--- config.mk ---
export PLATFORM = sky130hd
export DESIGN_NAME = fifo_rd_streamer
export DESIGN_NICKNAME = d
export VERILOG_FILES = /design/src/rtl/fifo_rd_streamer.sv
export SDC_FILE = /design/constraint.sdc
export NUM_CORES = 1
export LEC_CHECK = 0
export ABC_CLOCK_PERIOD_IN_PS = 2700
export CAP_MARGIN = 15
export CORE_MARGIN = 2
export CORE_UTILIZATION = 40
export CTS_BUF_LIST = sky130_fd_sc_hd__clkbuf_4 sky130_fd_sc_hd__clkbuf_8
export DETAILED_ROUTE_END_ITERATION = 12
export PLACE_DENSITY = 0.68
export SLEW_MARGIN = 40
export SYNTH_ARGS = -nofsm -noshare
export SYNTH_HDL_FRONTEND = slang
export SYNTH_SLANG_ARGS = --single-unit
export TNS_END_PERCENT = 30
--- constraint.sdc ---
create_clock -name r_clk -period 2.7 [get_ports r_clk]
set_input_delay 0.54 -clock r_clk [delete_from_list [all_inputs] [get_ports r_clk]]
set_output_delay 0.54 -clock r_clk [all_outputs]
set_load 0.005 [all_outputs]
--- src/rtl/fifo_rd_streamer.sv ---
`default_nettype none
// ============================================================================
// fifo_rd_streamer : drains an async FIFO read port into a valid/ready stream
// framed in BURST_LEN-word bursts.  Revision: 1.0
// ============================================================================
module fifo_rd_streamer #(
  parameter int DATA_WIDTH = 16,
  parameter int BURST_LEN  = 4,
  parameter int CNT_WIDTH  = 32
) (
  input  logic                  r_clk,
  input  logic                  rst,
  input  logic                  enable,
  input  logic                  fifo_empty,
  input  logic [DATA_WIDTH-1:0] fifo_r_data,
  output logic                  fifo_r_en,
  output logic                  m_valid,
  input  logic                  m_ready,
  output logic [DATA_WIDTH-1:0] m_data,
  output logic                  m_last,
  output logic [CNT_WIDTH-1:0]  words_sent,
  output logic                  busy
);

  localparam int BEAT_W = (BURST_LEN > 1) ? $clog2(BURST_LEN) : 1;
  localparam logic [BEAT_W-1:0] LAST_BEAT = BEAT_W'(BURST_LEN - 1);

  logic [DATA_WIDTH-1:0] mem [2];
  logic                  wr_ptr;
  logic                  rd_ptr;
  logic [1:0]            cnt;
  logic                  inflight;
  logic [BEAT_W-1:0]     beat;
  logic                  hs;
  logic [2:0]            avail;

  assign hs = m_valid && m_ready;

  // Slots already claimed after this cycle's handshake; an in-flight word
  // owns a slot, so popping only below 2 keeps the buffer from overflowing.
  assign avail     = {1'b0, cnt} + {2'b00, inflight} - {2'b00, hs};
  assign fifo_r_en = !rst && enable && !fifo_empty && (avail < 3'd2);

  assign m_valid = (cnt != 2'd0);
  assign m_data  = mem[rd_ptr];
  assign m_last  = m_valid && (beat == LAST_BEAT);
  assign busy    = (cnt != 2'd0) || inflight;

  always_ff @(posedge r_clk) begin
    if (rst) begin
      mem[0]     <= '0;
      mem[1]     <= '0;
      wr_ptr     <= 1'b0;
      rd_ptr     <= 1'b0;
      cnt        <= 2'd0;
      inflight   <= 1'b0;
      beat       <= '0;
      words_sent <= '0;
    end else begin
      inflight <= fifo_r_en;
      // The FIFO presents the popped word one cycle after r_en.
      if (inflight) begin
        mem[wr_ptr] <= fifo_r_data;
        wr_ptr      <= ~wr_ptr;
      end
      if (hs) begin
        rd_ptr     <= ~rd_ptr;
        words_sent <= words_sent + 1'b1;
        beat       <= m_last ? '0 : beat + 1'b1;
      end
      cnt <= cnt + {1'b0, inflight} - {1'b0, hs};
    end
  end

  a_no_overflow : assert property (@(posedge r_clk) disable iff (rst)
                                   inflight |-> (cnt != 2'd2));

endmodule
`default_nettype wire

======== Word level (Yosys, flattened, before mapping) ========
Memories as Yosys holds them, arrays and structs flattened. A register that Yosys moved wholly into a read port is not among the register bits.
Index checks and enable logic that the tools add are counted.
storage, ports and cells
  flip-flop bits (word level) ............. 39
  memory bits (writable) .................. 32
  output and inout port bits .............. 52
  memories ................................ 1
cells by class
  add/subtract/negate cells ............... 6
  magnitude comparators ................... 1
  equality and inequality tests ........... 1
  muxes and demuxes ....................... 11
  bitwise gates (word level) .............. 2
  reductions and logical operators ........ 10
memory list
  memory  words  bits a word  rd ports  clocked after Yosys merged registers in  write ports  line  RTL
  mem     2      16           1         1                                        2            28    logic [DATA_WIDTH-1:0] mem [2];
operators by type and width
  kind                                                        number
  adder 32 x 1 -> 32 bit, second input constant               1
  two-way mux 16 bit                                          1
  OR reduction 16 bit                                         1
  two-way mux 1 bit                                           9
  logical AND 1 bit                                           5
  adder 2 x 1 -> 3 bit                                        1
  less-than comparator 3 x 2 -> 1 bit, second input constant  1
  subtractor 3 x 1 -> 3 bit                                   1
  adder 2 x 1 -> 2 bit                                        1
  adder 2 x 1 -> 2 bit, second input constant                 1
  equality test 2 bit, second input constant                  1
  zero test 1 bit                                             2
  two-way mux 2 bit                                           1
  inverter 1 bit                                              2
  nonzero test 2 bit                                          1
  subtractor 2 x 1 -> 2 bit                                   1
  logical OR 1 bit                                            1

======== Depth between registers and ports, before layout ========
Gate-level depths: netlist of run 1.
  depth in word-level cells ............... 5
  mapped depth ............................ 8

======== Least setup slack after synthesis of run 1 ========
OpenSTA, ideal clock, no wires.
  path kind ............................... in2out
  start point ............................. input port m_ready
  end point ............................... output port fifo_r_en
  arrival ................................. 2294 ps
  required time ........................... 2160 ps
  slack ................................... -134 ps
  stages .................................. 7
  buffers on the path ..................... 0
  path through ............................ o21ai_1 -> clkinv_1 -> ha_1 -> inv_1 -> ha_1 -> fa_1 -> nor4_1
between the ends
  cells in the longest elaborated chain, start to end .. 4
ends and longest elaborated chain
  item                                 line  RTL
  from (decl)                          18    input logic m_ready,
  logical AND 1 bit                    37    assign hs = m_valid && m_ready;
  net hs                               34    logic hs;
  subtractor 3 x 1 -> 3 bit            41    assign avail = {1'b0, cnt} + {2'b00, inflight} - {2'b00, hs};
  net avail[1]                         35    logic [2:0] avail;
  less-than comparator 3 x 2 -> 1 bit  42    assign fifo_r_en = !rst && enable && !fifo_empty && (avail < 3'd2);
  logical AND 1 bit                    42
  to (decl)                            16    output logic fifo_r_en,
The timed path passes the listed nets, and every way through them passes these cells.

======== Final worst setup path of run 1 ========
  start point ............................. register cnt[1]
  end point ............................... output port fifo_r_en
between the ends
  cells in the longest elaborated chain, start to end .. 5
  elaborated cells on any way between the ends .. 6
  classes of those cells .................. add/sub (2); order compare (1); reduce/logical (3)
ends and longest elaborated chain
  item                                 line  RTL
  from (decl)                          31    logic [1:0] cnt;
  from (signal assigned)               71    cnt <= cnt + {1'b0, inflight} - {1'b0, hs};
  nonzero test 2 bit                   44    assign m_valid = (cnt != 2'd0);
  logical AND 1 bit                    37
  net hs                               34
  subtractor 3 x 1 -> 3 bit            41
  less-than comparator 3 x 2 -> 1 bit  42
  logical AND 1 bit                    42
The timed path passes the listed nets, and every way through them passes these cells.

==> flow_summary.toml, run 1 <==
[outcome]
status = "complete, but fails checks"
violations = "negative setup slack"

[sta]
holdWs_ns = 0.465
timing.final.crit_period_ns = 2.80
finalSetupViolations = 1
tightest_slew_ns = 0.668
period_share_pct = 104
finalMaxSlewViolations = 0
hold_viol_final = 0
rsz0062_at_grt = "yes"
setup_ws_ns = -0.103
finClkSkew_ns = 0.00964
fmax_ghz = 0.357
relSlewSlack_pct = 55.5

[setup_path]
crit_arrival_ns = 2.26
start_kind = "register"
rr_startpoint = "words_sent[13]$_SDFFE_PP0P_"
worstSetupEndpointType = "primary output"
startpoint = "cnt[1]$_SDFF_PP0_"
worst_ep_required_time_ns = 2.16
critical_path_class = "register to primary output"
reg2reg_to = "words_sent[30]$_SDFFE_PP0P_"
cp_max_fo = 2
reg2regPathDepth = 4
reg2reg_slack_ns = 0.39

[yosys]
yosys_register_bits = 72
synth.area.mux_share_pct = 5.91
async_reset_ff_share_pct = 0
ys_seq_area_share_pct = 54.4
synth_top_area_share_pct = 29.7
synth.net_count = 331
synthesis.area_mm2 = 0.00324
synth_adder_area_share_pct = 2.16
synth.distinct_cells = 34
synth.area.top_cells = "edfxtp_1 30%, dfxtp_1 25%, and2_1 6.4%"
synth-xor-area-share_pct = 3.24
yosys-top-cells-count = "40 x dfxtp_1, 33 x and2_1, 32 x edfxtp_1"
synth-edff-count = 32
ys.flop_type = "dfxtp_1"
synth_compound_area_share_pct = 9.04
synth_top_family_by_area = "simple AND/OR/NAND/NOR gates"
yosys_warnings = 0
synth.most_common_cell = "dfxtp_1"
synth_area_leader_cell = "edfxtp_1"
syn_area_per_cell_um2 = 10.6
synthCells = 305
synth_simple_gate_area_share_pct = 21.9

[global_route]
antenna_found_initial = 0
grt_usage_pct = 16.1
grt_start_max_net_pins = 46
grt_pass1_wl_mm = 11.1
grt_overflow = 0
grt_pass1_vias = 2360

[power_and_ir_drop]
power_mw = 2.68
vdd_drop_max_mv = 0.353
powerDensity_mw_per_mm2 = 618
power_leakage_nw = 1.48

[clocking]
clk_pin_slew_worst_paths_ns = 0.08
h-tree-depth = 3
cts-hold-fix-buffers = 0
clockBufferDepth = 2
tritoncts = "built"
cts_made_buffers = 9
cts_sinks = 72
worstSkewPairLatency_ns = 0.33
root_buffer = "clkbuf_8"

[floorplanning]
dieHeight_um = 94.0
io_pins = 73
die_w_um = 94.0
fp-row-count = 32
initial_utilization_pct = 41.7
core-area_mm2 = 0.00777
dieArea_mm2 = 0.00883

[detailed_routing]
finalWirelength_mm = 6.97
route.detailed.drc = 0
vias = 2552
detail-route-antenna-nets = 0
vias_per_cell = 5.16
wl_per_cell_um = 14.1
drtPass1Iterations = 4
initialDrtViolationCount = 74

[finish]
antenna_cells = 0
fin_nets = 414
drive_gt1_share_pct = 16.5
area_growth_pct = 34.1

[place]
io_buffers = 72
gp_congestion = 0.751
post-place-ws_ns = -0.796
dp_hpwl_mm = 4.73

[worst_hold_path]
whs_endpoint = "beat[1]$_SDFFE_PP0P_"
whs_path_depth = 2
min_from = "beat[1]$_SDFFE_PP0P_"
hold_class = "register to register"

[job]
maxCapViolCount = 0
[cell type report]
| cell class | instances | area, um^2 |
|---|---|---|
| clock buffers | 9 | 124 |
| fillers | 679 | 3420 |
| flip-flops and latches | 72 | 1760 |
| well taps | 102 | 128 |
| clock inverters | 7 | 38.8 |
| multi-input cells | 205 | 1410 |
| repair buffers | 88 | 836 |
| inverters | 12 | 46.3 |
[cells by family (layout without fill, tap and decap cells)]
logic type | after synthesis | in the layout
flops | 72 | 72
mux | 17 | 17
xor+xnor | 12 | 12
fa+ha+maj | 5 | 5
compound gates | 49 | 49
buf+inv | 28 | 116
simple gates | 122 | 122
[routing by layer]
layer,wire [um],track usage (%),share of wire (%)
met1,3130,21.2,45
met2,3350,25.5,48
met3,390,4.01,5.6
met4,93,6.04,1.3
met5,0,0,0
[report_power, final]
| group | total (mW) | switching [mW] | internal (mW) |
|---|---|---|---|
| Sequential | 1.26 | 0.0389 | 1.23 |
| Combinational | 0.717 | 0.293 | 0.425 |
| Clock | 0.702 | 0.379 | 0.323 |
| Total | 2.68 | 0.711 | 1.97 |
[per-stage QoR]
stage               cells  instance area [um^2]  utilization (%)  TNS (ns)
floorplan             305                  3240                -         0
global placement      478                  4140             53.3    -0.768
detailed placement    478                  4140             53.3    -0.796
CTS                   495                  4330             55.8    -0.121
global route          495                  4350             55.9    -0.272
finish                495                  4350             55.9    -0.103
[state kept, by name, indices dropped and copies added, names as in the netlist, named ones only]
signal,cells
cnt,2
rd_ptr,1
wr_ptr,1
inflight,1
mem,32
beat,2
words_sent,32
[worst max path at each step]
| stage | to | slack (ns) | depth (start not counted) |
|---|---|---|---|
| after CTS | fifo_r_en | -0.12 | 8 |
| after detailed placement | fifo_r_en | -0.80 | 9 |
| after global placement | fifo_r_en | -0.77 | 9 |
| final | fifo_r_en | -0.10 | 9 |
| after floorplan | fifo_r_en | 0.1 | 7 |
| after global routing | fifo_r_en | -0.27 | 9 |
[cell usage in the layout, fill, tap and decap left out, drive strengths merged]
| cell | count |
|---|---|
| clkbuf | 9 |
| nor4 | 5 |
| a21oi | 24 |
| fa | 1 |
| nand4 | 8 |
| nor2b | 3 |
| or4 | 17 |
| or3 | 9 |
| nor3 | 4 |
| edfxtp | 32 |
| inv | 11 |
| nor2 | 15 |
| xor2 | 2 |
| xnor2 | 10 |
| nand2 | 15 |
| clkdlybuf4s50 | 70 |
| nand2b | 1 |
| buf | 17 |
| clkinvlp | 2 |
| clkdlybuf4s15 | 1 |
| and2 | 33 |
| or2 | 2 |
| and4 | 3 |
| clkinv | 6 |
| mux2 | 17 |
| dfxtp | 40 |
| a21o | 1 |
| ha | 4 |
| o211ai | 2 |
| o21ai | 8 |
| o31ai | 14 |
| nand3 | 7 |
[critical path, cell delays in order, from the launching register on]
cell and delay [ns]:
dfxtp_2 0.33, o21ai_2 0.17, clkinv_2 0.10, ha_4 0.27
inv_2 0.04, ha_4 0.14, fa_2 0.35, xnor2_2 0.14
nor4_1 0.24, buf_2 0.15
[repair_timing]
| action | 4_1_cts | 5_1_grt |
|---|---|---|
| setup endpoints to repair | 1 | 1 |
| pin swaps | 4 | 3 |
| setup buffers | 1 | 0 |
| gates resized for setup | 11 | 3 |
No activity file was read; power rests on OpenSTA's default activity.
==> inputs of run 2 (changes only) <==
--- a/config.mk
+++ b/config.mk
@@ -12,6 +12,8 @@
 export CTS_BUF_LIST = sky130_fd_sc_hd__clkbuf_4 sky130_fd_sc_hd__clkbuf_8
 export DETAILED_ROUTE_END_ITERATION = 12
 export PLACE_DENSITY = 0.68
+export RECOVER_POWER = 25
+export SKIP_LAST_GASP = 1
 export SLEW_MARGIN = 40
 export SYNTH_ARGS = -nofsm -noshare
 export SYNTH_HDL_FRONTEND = slang
==> flow_summary.toml, run 2 (same netlist as run 1, synthesis figures left out) <==
[power_and_ir_drop]
power_leakage_nw = 1.50
vdd_drop_max_mv = 0.351
powerDensity_mw_per_mm2 = 618

[floorplanning]
core-area_mm2 = 0.00777
fp-row-count = 32
dieArea_mm2 = 0.00883
initial_utilization_pct = 41.7
dieHeight_um = 94.0
die_w_um = 94.0
io_pins = 73

[clocking]
tritoncts = "built"
clk_pin_slew_worst_paths_ns = 0.07
h-tree-depth = 3
cts_made_buffers = 9
cts-hold-fix-buffers = 0
clockBufferDepth = 2
root_buffer = "clkbuf_8"
cts_sinks = 72
worstSkewPairLatency_ns = 0.33

[setup_path]
cp_common_cell = "ha_4"
crit_chain = "clkdlybuf4s15_1 -> o21ai_2 -> clkinv_2 -> ha_4 -> inv_2 -> ha_4 -> fa_2 -> xnor2_2 -> nor4_1 -> buf_2"
worst_ep_required_time_ns = 2.16
slowest_stage = "fa_2"
start_kind = "primary input"
critical_path_class = "primary input to primary output"
worstSetupEndpointType = "primary output"
cpPeakStageDelay_ns = 0.35
reg2reg_to = "words_sent[30]$_SDFFE_PP0P_"
reg2regPathDepth = 4
reg2reg_slack_ns = 0.39
rr_startpoint = "words_sent[13]$_SDFFE_PP0P_"
crit_arrival_ns = 2.26
cp_max_fo = 2

[sta]
finClkSkew_ns = 0.00980
setup_ws_ns = -0.0993
finalSetupViolations = 1
rsz0062_at_grt = "yes"
period_share_pct = 104
hold_viol_final = 0
tightest_slew_ns = 0.874
finalMaxSlewViolations = 0
timing.final.crit_period_ns = 2.80
fmax_ghz = 0.357
relSlewSlack_pct = 41.7
setup_tns_ns = -0.0993

[global_route]
grt_start_max_net_pins = 46
grt_pass1_wl_mm = 11.1
grt_overflow = 0
grt_pass1_vias = 2360
grt_usage_pct = 16.1
antenna_found_initial = 0

[finish]
reg_top3 = "mem: 32 flops, words_sent: 32 flops"
antenna_cells = 0
final_cell_mix = "59 x clkdlybuf4s50_1, 38 x dfxtp_1, 32 x edfxtp_1"
layout_commonest_cell = "clkdlybuf4s50_1"
drive_gt1_share_pct = 16.0
utilization_pct = 55.8
fin_nets = 414
area_growth_pct = 33.8

[detailed_routing]
route.detailed.drc = 0
initialDrtViolationCount = 87
finalWirelength_mm = 6.95
drtPass1Iterations = 4
vias = 2553
vias_per_cell = 5.16
detail-route-antenna-nets = 0
wl_per_cell_um = 14.0

[place]
dp_hpwl_mm = 4.73
io_buffers = 72
gp_congestion = 0.751

[worst_hold_path]
min_from = "beat[1]$_SDFFE_PP0P_"
whs_endpoint = "beat[1]$_SDFFE_PP0P_"
hold_class = "register to register"
whs_path_depth = 2

[job]
maxCapViolCount = 0

[outcome]
status = "complete, but fails checks"
violations = "negative setup slack"
## run 2: worst max-delay path: cells and delay by family
family / cells / cell delay, ns
adders and majority gates: 3 / 0.76
buffers and inverters: 4 / 0.49
and+or+nand+nor: 1 / 0.24
xor gates and xnor gates: 1 / 0.14
AOI/OAI and AO/OA: 1 / 0.09
## run 2: routing by layer
metal	global-route usage (%)	wire, um	vias to the layer above
met5	0	0	-
met4	6.04	93	0
li1	-	-	1273
met2	25.5	3360	67
met3	4.01	368	11
met1	21.2	3140	1202
## run 2: power by group
group          switching (mW)  internal, mW  total [mW]
Combinational           0.291         0.422       0.713
Clock                   0.378         0.323       0.701
Sequential             0.0389          1.23        1.26
## run 2: worst max path at each step
stage	endpoint	cells after the start	slack [ns]	from
floorplan	fifo_r_en	7	0.1	m_ready
global placement	fifo_r_en	9	-0.77	m_ready
detailed placement	fifo_r_en	9	-0.80	m_ready
CTS	fifo_r_en	8	-0.12	cnt[0]$_SDFF_PP0_
global route	fifo_r_en	9	-0.27	cnt[1]$_SDFF_PP0_
finish	fifo_r_en	10	-0.1	m_ready
## run 2: final cells by class
class	count	area, um^2
clock inverter	7	38.8
clock buffer	9	124
multi-input combinational	205	1400
tap	102	128
sequential	72	1760
fill	679	3430
inverter	12	46.3
timing repair buffer	88	830
## run 2: what timing repair did
action	4_1_cts	5_1_grt
setup endpoints to repair	1	1
hold endpoints to repair	0	0
setup buffers	1	0
cloned	0	0
pin swaps	4	3
resized for setup	11	3
## run 2: metrics by stage
step	setup slack [ns]	hold slack [ns]	cells	power, mW	cell area (um^2)
after global placement	-0.768	0.447	478	1.95	4140
after floorplan	0.0959	0.440	305	1.61	3240
after global routing	-0.272	0.489	495	2.84	4330
after CTS	-0.121	0.472	495	2.70	4330
after detailed placement	-0.796	0.462	478	1.96	4140
final	-0.0993	0.465	495	2.68	4330
==> inputs of run 3 (changes only) <==
--- a/config.mk
+++ b/config.mk
@@ -8,10 +8,10 @@
 export ABC_CLOCK_PERIOD_IN_PS = 2700
 export CAP_MARGIN = 15
 export CORE_MARGIN = 2
-export CORE_UTILIZATION = 40
+export CORE_UTILIZATION = 41
 export CTS_BUF_LIST = sky130_fd_sc_hd__clkbuf_4 sky130_fd_sc_hd__clkbuf_8
 export DETAILED_ROUTE_END_ITERATION = 12
-export PLACE_DENSITY = 0.68
+export PLACE_DENSITY = 0.7
 export RECOVER_POWER = 25
 export SKIP_LAST_GASP = 1
 export SLEW_MARGIN = 40
==> flow_summary.toml, run 3 (same netlist as run 1, synthesis figures left out) <==
[clocking]
cts_sinks = 72
root_buffer = "clkbuf_8"
cts_made_buffers = 9
tritoncts = "built"
clk_pin_slew_worst_paths_ns = 0.08
h-tree-depth = 3
cts-hold-fix-buffers = 0
worstSkewPairLatency_ns = 0.34
clockBufferDepth = 2

[sta]
timing.final.crit_period_ns = 2.76
hold_viol_final = 0
tightest_slew_ns = 0.900
period_share_pct = 102
finClkSkew_ns = 0.0101
relSlewSlack_pct = 40.0
setup_ws_ns = -0.0648
fmax_ghz = 0.362
rsz0062_at_grt = "yes"
finalMaxSlewViolations = 0
finalSetupViolations = 1

[floorplanning]
io_pins = 73
core-area_mm2 = 0.00769
die_w_um = 92.9
dieHeight_um = 92.9
initial_utilization_pct = 42.1
fp-row-count = 32
dieArea_mm2 = 0.00863

[detailed_routing]
finalWirelength_mm = 6.88
route.detailed.drc = 0
detail-route-antenna-nets = 0
initialDrtViolationCount = 89
vias_per_cell = 5.21
vias = 2589
wl_per_cell_um = 13.8
drtPass1Iterations = 4

[global_route]
grt_pass1_wl_mm = 11.3
grt_start_max_net_pins = 46
grt_usage_pct = 16.5
antenna_found_initial = 0
grt_overflow = 0
grt_pass1_vias = 2440

[setup_path]
cp_max_fo = 2
critical_path_class = "register to primary output"
crit_chain = "o21ai_2 -> clkinv_2 -> ha_4 -> inv_2 -> ha_4 -> fa_1 -> nor4_2 -> buf_2"
slowest_stage = "fa_1"
crit_arrival_ns = 2.22
worstSetupEndpointType = "primary output"
crit_family = "adder cells"
worst_ep_required_time_ns = 2.16
start_kind = "register"
crit_buf_inv = 3
cp_common_cell = "ha_4"
cpPeakStageDelay_ns = 0.47
reg2reg_slack_ns = 0.44

[job]
maxCapViolCount = 0

[place]
dpl.cell_count = 479
dpl-instance-area_mm2 = 0.00415
gp_congestion = 0.799
io_buffers = 72
dp_hpwl_mm = 4.62

[finish]
multiInputGateArea_mm2 = 0.00141
final_cell_mix = "48 x clkdlybuf4s50_1, 39 x dfxtp_1, 33 x and2_1"
fillCellCount = 665
layout_commonest_cell = "clkdlybuf4s50_1"
final_area_mm2 = 0.00446
area_growth_pct = 37.6
reg_top3 = "mem: 32 flops, words_sent: 32 flops"
regArea_mm2 = 0.00176
final-instance-count-excl-fill = 497
fin_nets = 416
drive_gt1_share_pct = 16.7
antenna_cells = 0

[power_and_ir_drop]
power_leakage_nw = 1.60
powerDensity_mw_per_mm2 = 698
vdd_drop_max_mv = 0.270

[worst_hold_path]
hold_class = "register to register"

[outcome]
status = "complete, but fails checks"
violations = "negative setup slack"
## run 3: through the flow
stage,worst slack [ns],utilization [%],hold slack (ns),power (mW),setup TNS [ns]
5_1_grt,-0.161,58.0,0.502,3.26,-0.161
3_5_place_dp,-0.787,54.0,0.461,1.98,-0.821
3_3_place_gp,-0.724,54.0,0.446,1.96,-0.725
6_report,-0.0648,58.0,0.465,3.11,-0.0648
4_1_cts,-0.108,57.9,0.473,3.13,-0.108
2_1_floorplan,0.0959,-,0.440,1.61,0
## run 3: cell type report
| type | instances | area share (%) |
|---|---|---|
| Sequential cell | 72 | 39.5 |
| Multi-Input combinational cell | 205 | 31.5 |
| Timing Repair Buffer | 90 | 19.0 |
| Inverter | 12 | 1.04 |
| Clock buffer | 9 | 2.78 |
| Clock inverter | 7 | 3.23 |
| Tap cell | 102 | 2.86 |
## run 3: what timing repair did
item	in CTS	in global routing
endpoints found under the setup margin	1	1
pin swaps	4	2
gates resized for setup	12	0
buffers inserted	1	1
endpoints found under the hold margin	0	0
## run 3: path summary, 6_finish.rpt
check,start,end,cells after the start
worst max-delay path,cnt[1]$_SDFF_PP0_,fifo_r_en,8
worst min-delay path,beat[1]$_SDFFE_PP0P_,beat[1]$_SDFFE_PP0P_,2
worst max register to register,words_sent[13]$_SDFFE_PP0P_,words_sent[25]$_SDFFE_PP0P_,4
worst min register to register,beat[1]$_SDFFE_PP0P_,beat[1]$_SDFFE_PP0P_,2
## run 3: per-layer routing
layer	vias to the layer above	global-route usage [%]	routed length (um)
li1	1279	-	-
met1	1229	20.9	3160
met2	72	27.0	3220
met3	9	3.58	380
met4	0	7.35	116
met5	-	0	0
## run 3: worst min-delay path, stage by stage (launching register included)
cell	delay [ns]
dfxtp_1	0.32
nand2_1	0.05
a21oi_1	0.05
## run 3: report_power, final
| group | internal [mW] | leakage [nW] | switching, mW |
|---|---|---|---|
| logic | 0.434 | 0.818 | 0.299 |
| registers | 1.22 | 0.655 | 0.0375 |
| clock network | 0.708 | 0.126 | 0.408 |
| total | 2.37 | 1.60 | 0.744 |
==> variant 1, RTL diff (config.mk and constraints of run 3) <==
`BURST_LEN`: 4 -> 8.
--- a/src/rtl/fifo_rd_streamer.sv
+++ b/src/rtl/fifo_rd_streamer.sv
@@ -5,7 +5,7 @@
 // ============================================================================
 module fifo_rd_streamer #(
   parameter int DATA_WIDTH = 16,
-  parameter int BURST_LEN  = 4,
+  parameter int BURST_LEN  = 8,
   parameter int CNT_WIDTH  = 32
 ) (
   input  logic                  r_clk,
Check against the original RTL: not equivalent (Yosys sat finds a counterexample within 10 cycles, from zero or initial values and one cycle with rst high).
==> variant 1 against run 3 <==
Clock power fell by 23%. The run still ends with negative setup slack left. Wire length down 0.22%. Final cell count increased by 0.80%. Area after synthesis increased by 4.3%. Highest routed layer unchanged. Sequential cell count rose by 1. Design area is 0.84% lower. Count of clock-buffer cells in the layout grew 1. Power down 9.7%. Largest power group unchanged. Clock skew shrank 0.0015 ns. Largest cell class unchanged. Setup slack improved by 0.00070 ns. First-iteration DRC count decreased by 5.6%. Combinational power shrank 8.2%.
==> variant 1: results (changes against run 3) <==
| Metric | Value |
|---|---|
| Gpl congestion | 0.792 (-0.91%) |
| Number of global-route vias before repair | 2436 (-0.16%) |
| Setup ws final | -0.0641 ns (+0.000699 ns) |
| Placement Cell Area | 0.00420 mm² (+1.2%) |
| Pleak | 0.00161 µW (+0.57%) |
| Routed vias | 2584 (-0.19%) |
| Register-to-Register Path Depth | 5 (+1) |
| RR Endpoint | words_sent[14]$_SDFFE_PP0P_ |
| Initial antenna violation count | 0 (unchanged) |
| DP HPWL | 4580 µm (-0.78%) |
| Layout Skew | 0.00851 ns (-0.00155 ns) |
| Unique masters post-synth | 43 (+26%) |
| Relative slew slack | 0.400 (-0.000762) |
| Max FO, Critical Path | 2 (unchanged) |
| Setup WS pre-CTS | -0.835 ns (-0.0474 ns) |
| Hold Crit Endpoint | words_sent[31]$_SDFFE_PP0P_ |
| Grt met2 use | 0.265 (-0.00456) |
| Synth top cells by count | dfxtp_1, and2_1, edfxtp_1, a21oi_1 |
| Synth-to-Final Area Change | 30.9% |
| Start of the worst register-to-register path | words_sent[0]$_SDFFE_PP0P_ |
| Post-synthesis sequential area ratio | 0.527 (-0.0164) |
| Outcome | complete, but fails checks |
| Largest regs | mem: 32 flops, words_sent: 32 flops, beat: 3 flops |
| Post-Place Cells | 483 (+0.84%) |
| # nets final | 418 (+0.48%) |
| Largest cells by area after synthesis | edfxtp_1, dfxtp_1, and2_1 |
| Via density | 5.16 (-0.99%) |
| Setup TNS | -0.0641 ns (+0.000699 ns) |
| DR WL/cell | 13.7 µm (-1.0%) |
| Initial drt markers | 84 (-5.6%) |
| Hold_ws | 0.482 ns (+0.0172 ns) |
| CP top delay family | adder cells |
| Layout cells sized above 1 | 0.154 (-0.0130) |
| Count of final setup violators | 1 (unchanged) |
| Most used flip-flop cell after synthesis | dfxtp_1 |
| Tot GR Track Use | 0.159 (-0.00591) |
| HP Start | words_sent[31]$_SDFFE_PP0P_ |
| M3 GR Usage | 0.0367 (+0.000910) |
| Failing checks | negative setup slack |
| Synth Net Count | 338 (+2.1%) |
| Met1 Track Usage GR | 0.199 (-0.00976) |
| Syn Area/Cell | 10.9 µm² (+2.3%) |
| Clock buffer depth | 2 (unchanged) |
| VDD IR max | 0.278 mV (+3.0%) |
| First-pass GRT wire length | 11000 µm (-2.1%) |
| Worst Setup SP | m_ready |
| Worst Setup EP | fifo_r_en |
==> variant 1: changes by cell type in the layout (fill, tap and decap cells not counted), moves of 3 or more <==
cell	change
buf_4	-4
bufinv_16	-3
clkdlybuf4s50_1	+3
dlygate4sd3_1	-3
nand2_1	-6
nor3_1	+3
nor4_1	-3
or3_1	+3
xnor2_1	-3
==> variant 1: power breakdown <==
group / total, µW / internal (µW) / switching [µW]
sequential: 1270 / 1240 / 35.7
combinational: 673 / 398 / 275
clock: 863 / 453 / 410
total: 2810 / 2090 / 720
==> variant 1: per-layer routing <==
layer | part of all wire | wire length, µm | vias to the layer above
met5 | 0 | 0 | -
met4 | 0.0070 | 48 | 0
met3 | 0.045 | 312 | 4
met2 | 0.50 | 3410 | 64
met1 | 0.45 | 3090 | 1218
li1 | - | - | 1298
==> variant 1: cells by family (layout without fill, tap and decap cells) <==
kind of cell    after synthesis  in the layout  share of synthesized area
simple gates                120            120                      0.214
fa+ha+maj                     6              6                     0.0244
flops                        73             73                      0.527
xor+xnor                     11             11                     0.0285
mux                          17             17                     0.0563
buf+inv                      30            115                     0.0526
compound gates               54             54                     0.0963
==> variant 1: area by class of cell <==
type / count / area [µm²]
Fill cell: 742 / 3670
Sequential cell: 73 / 1780
Multi-Input combinational cell: 208 / 1430
Timing Repair Buffer: 87 / 825
Clock buffer: 10 / 138
Tap cell: 105 / 131
Clock inverter: 6 / 67.6
Inverter: 12 / 45.0
==> variant 1: repair_timing <==
item	4_1_cts	5_1_grt
gates resized for setup	11	0
setup buffers	2	0
endpoints found under the setup margin	1	1
pin swaps	3	2
endpoints found under the hold margin	0	0
==> variant 2, RTL diff (flow settings as in run 3) <==
Without the edit above. Reset style: asynchronous (`rst`), changed in one clocked block.
--- a/src/rtl/fifo_rd_streamer.sv
+++ b/src/rtl/fifo_rd_streamer.sv
@@ -46,7 +46,7 @@
   assign m_last  = m_valid && (beat == LAST_BEAT);
   assign busy    = (cnt != 2'd0) || inflight;
 
-  always_ff @(posedge r_clk) begin
+  always_ff @(posedge r_clk or posedge rst) begin
     if (rst) begin
       mem[0]     <= '0;
       mem[1]     <= '0;
Behaviour: differs if rst is asserted again (counterexample within 4 cycles, from zero or initial values and one cycle with rst high); with rst held inactive, the same outputs for 10 cycles.
==> variant 2 against run 3 <==
Critical path type unchanged. Critical path depth increased by 2. Wire length increased by 0.47%. Setup slack got worse by 0.20 ns. The run still ends with negative setup slack left. Design area decreased by 0.56%. Synthesized cell count decreased by 20%. Maximum frequency decreased by 6.7%. Via count decreased by 12%. Area after synthesis decreased by 0.89%. Critical endpoint unchanged. Sequential cell count decreased by 1. Non-clock buffer count increased by 7. Hold slack improved by 0.0081 ns.
Power is not compared: it rests on default switching activity, and its combinational part moved more than twofold at a synthesized area within 25%.
==> variant 2: results (changes against run 3) <==
| Metric | Value |
|---|---|
| Worst Setup SP | cnt[0]$_DFF_PP0_ |
| Setup ws final | -0.263 ns (-0.199 ns) |
| Hold Crit Endpoint | words_sent[31]$_DFFE_PP0P_ |
| Placement Cell Area | 0.00411 mm² (-0.87%) |
| DR WL/cell | 15.3 µm (+10%) |
| Start of the worst register-to-register path | cnt[1]$_DFF_PP0_ |
| Worst path slowest cell | dfrtp_1 |
| Setup Buffers After CTS | 15 (+14) |
| Synth Area in Compound Gates | 0.00896 (-0.0814) |
| Synth top cells by count | dfrtp_1, mux2_2, xnor2_1, nand3_1 |
| Largest cells by area after synthesis | dfrtp_1, mux2_2, xnor2_1 |
| Xor/xnor share of the synthesized area | 0.0928 (+0.0603) |
| Setup TNS | -0.999 ns (-0.934 ns) |
| Failing checks | negative setup slack |
| Unique masters post-synth | 30 (-12%) |
| Tot GR Track Use | 0.178 (+0.0130) |
| Hold path cells | 1 (-1) |
| First-pass GRT wire length | 12000 µm (+6.2%) |
| Most used flip-flop cell after synthesis | dfrtp_1 |
| Worst slew pin tran | 0.722 ns (-0.178 ns) |
| Gpl congestion | 0.708 (-11%) |
| Count of final setup violators | 6 (+5) |
| Post_cts resized | 13 (+1) |
| Mux cell area share after synthesis | 0.175 (+0.116) |
| CP peak stage delay | 0.38 ns (-0.09 ns) |
| Count leader, synth | dfrtp_1 |
| Post-synthesis sequential area ratio | 0.553 (+0.00955) |
| Via density | 5.02 (-3.7%) |
| HP Start | words_sent[31]$_DFFE_PP0P_ |
| Outcome | complete, but fails checks |
[variant 2: cell types whose count changed after synthesis, sizes merged, moves of 17 or more]
cell | before | now
dfxtp | 40 | 0
a21oi | 24 | 0
dfrtp | 0 | 71
and2 | 33 | 2
mux2 | 17 | 50
edfxtp | 32 | 0
or4 | 17 | 0
[variant 2: final cells by class]
type / instances / area share
Sequential cell: 71 / 0.401
Multi-Input combinational cell: 158 / 0.319
Timing Repair Buffer: 97 / 0.203
Clock buffer: 13 / 0.0375
Tap cell: 102 / 0.0288
Inverter: 10 / 0.00931
Clock inverter: 1 / 0.00113
[variant 2: logic make-up after synthesis]
group,count (synthesis)
simple gates,66
fa+ha+maj,5
xor+xnor,34
buf+inv,15
mux,50
flops,71
compound gates,3
[variant 2: per-stage QoR]
step / std cells / worst slack [ns] / hold WS, ns
floorplan: 244 / 0.0214 / 0.454
global placement: 422 / -0.651 / 0.461
detailed placement: 422 / -0.679 / 0.464
CTS: 451 / -0.244 / 0.475
global route: 452 / -0.338 / 0.503
finish: 452 / -0.263 / 0.473
[variant 2: worst max-delay path, delay by kind of cell (launching register included)]
kind          cells  cell delay (ns)
xor+xnor          1             0.17
fa+ha+maj         3             0.76
buf+inv           3             0.20
flops             1             0.38
simple gates      3             0.57
[variant 2: power by group]
part / internal, µW / total [µW] / switching [µW] / leakage [µW]
clock network: 393 / 755 / 362 / 0.0000922
logic: 1110 / 1660 / 550 / 0.000951
registers: 1410 / 1640 / 232 / 0.000894
[variant 2: per-layer routing]
metal  track usage  share of wire  vias to the layer above
met2         0.279           0.46                       68
met3        0.0472          0.056                       14
met4        0.0858          0.024                        0
li1              -              -                     1051
met1         0.229           0.46                     1135
met5             0              0                        -
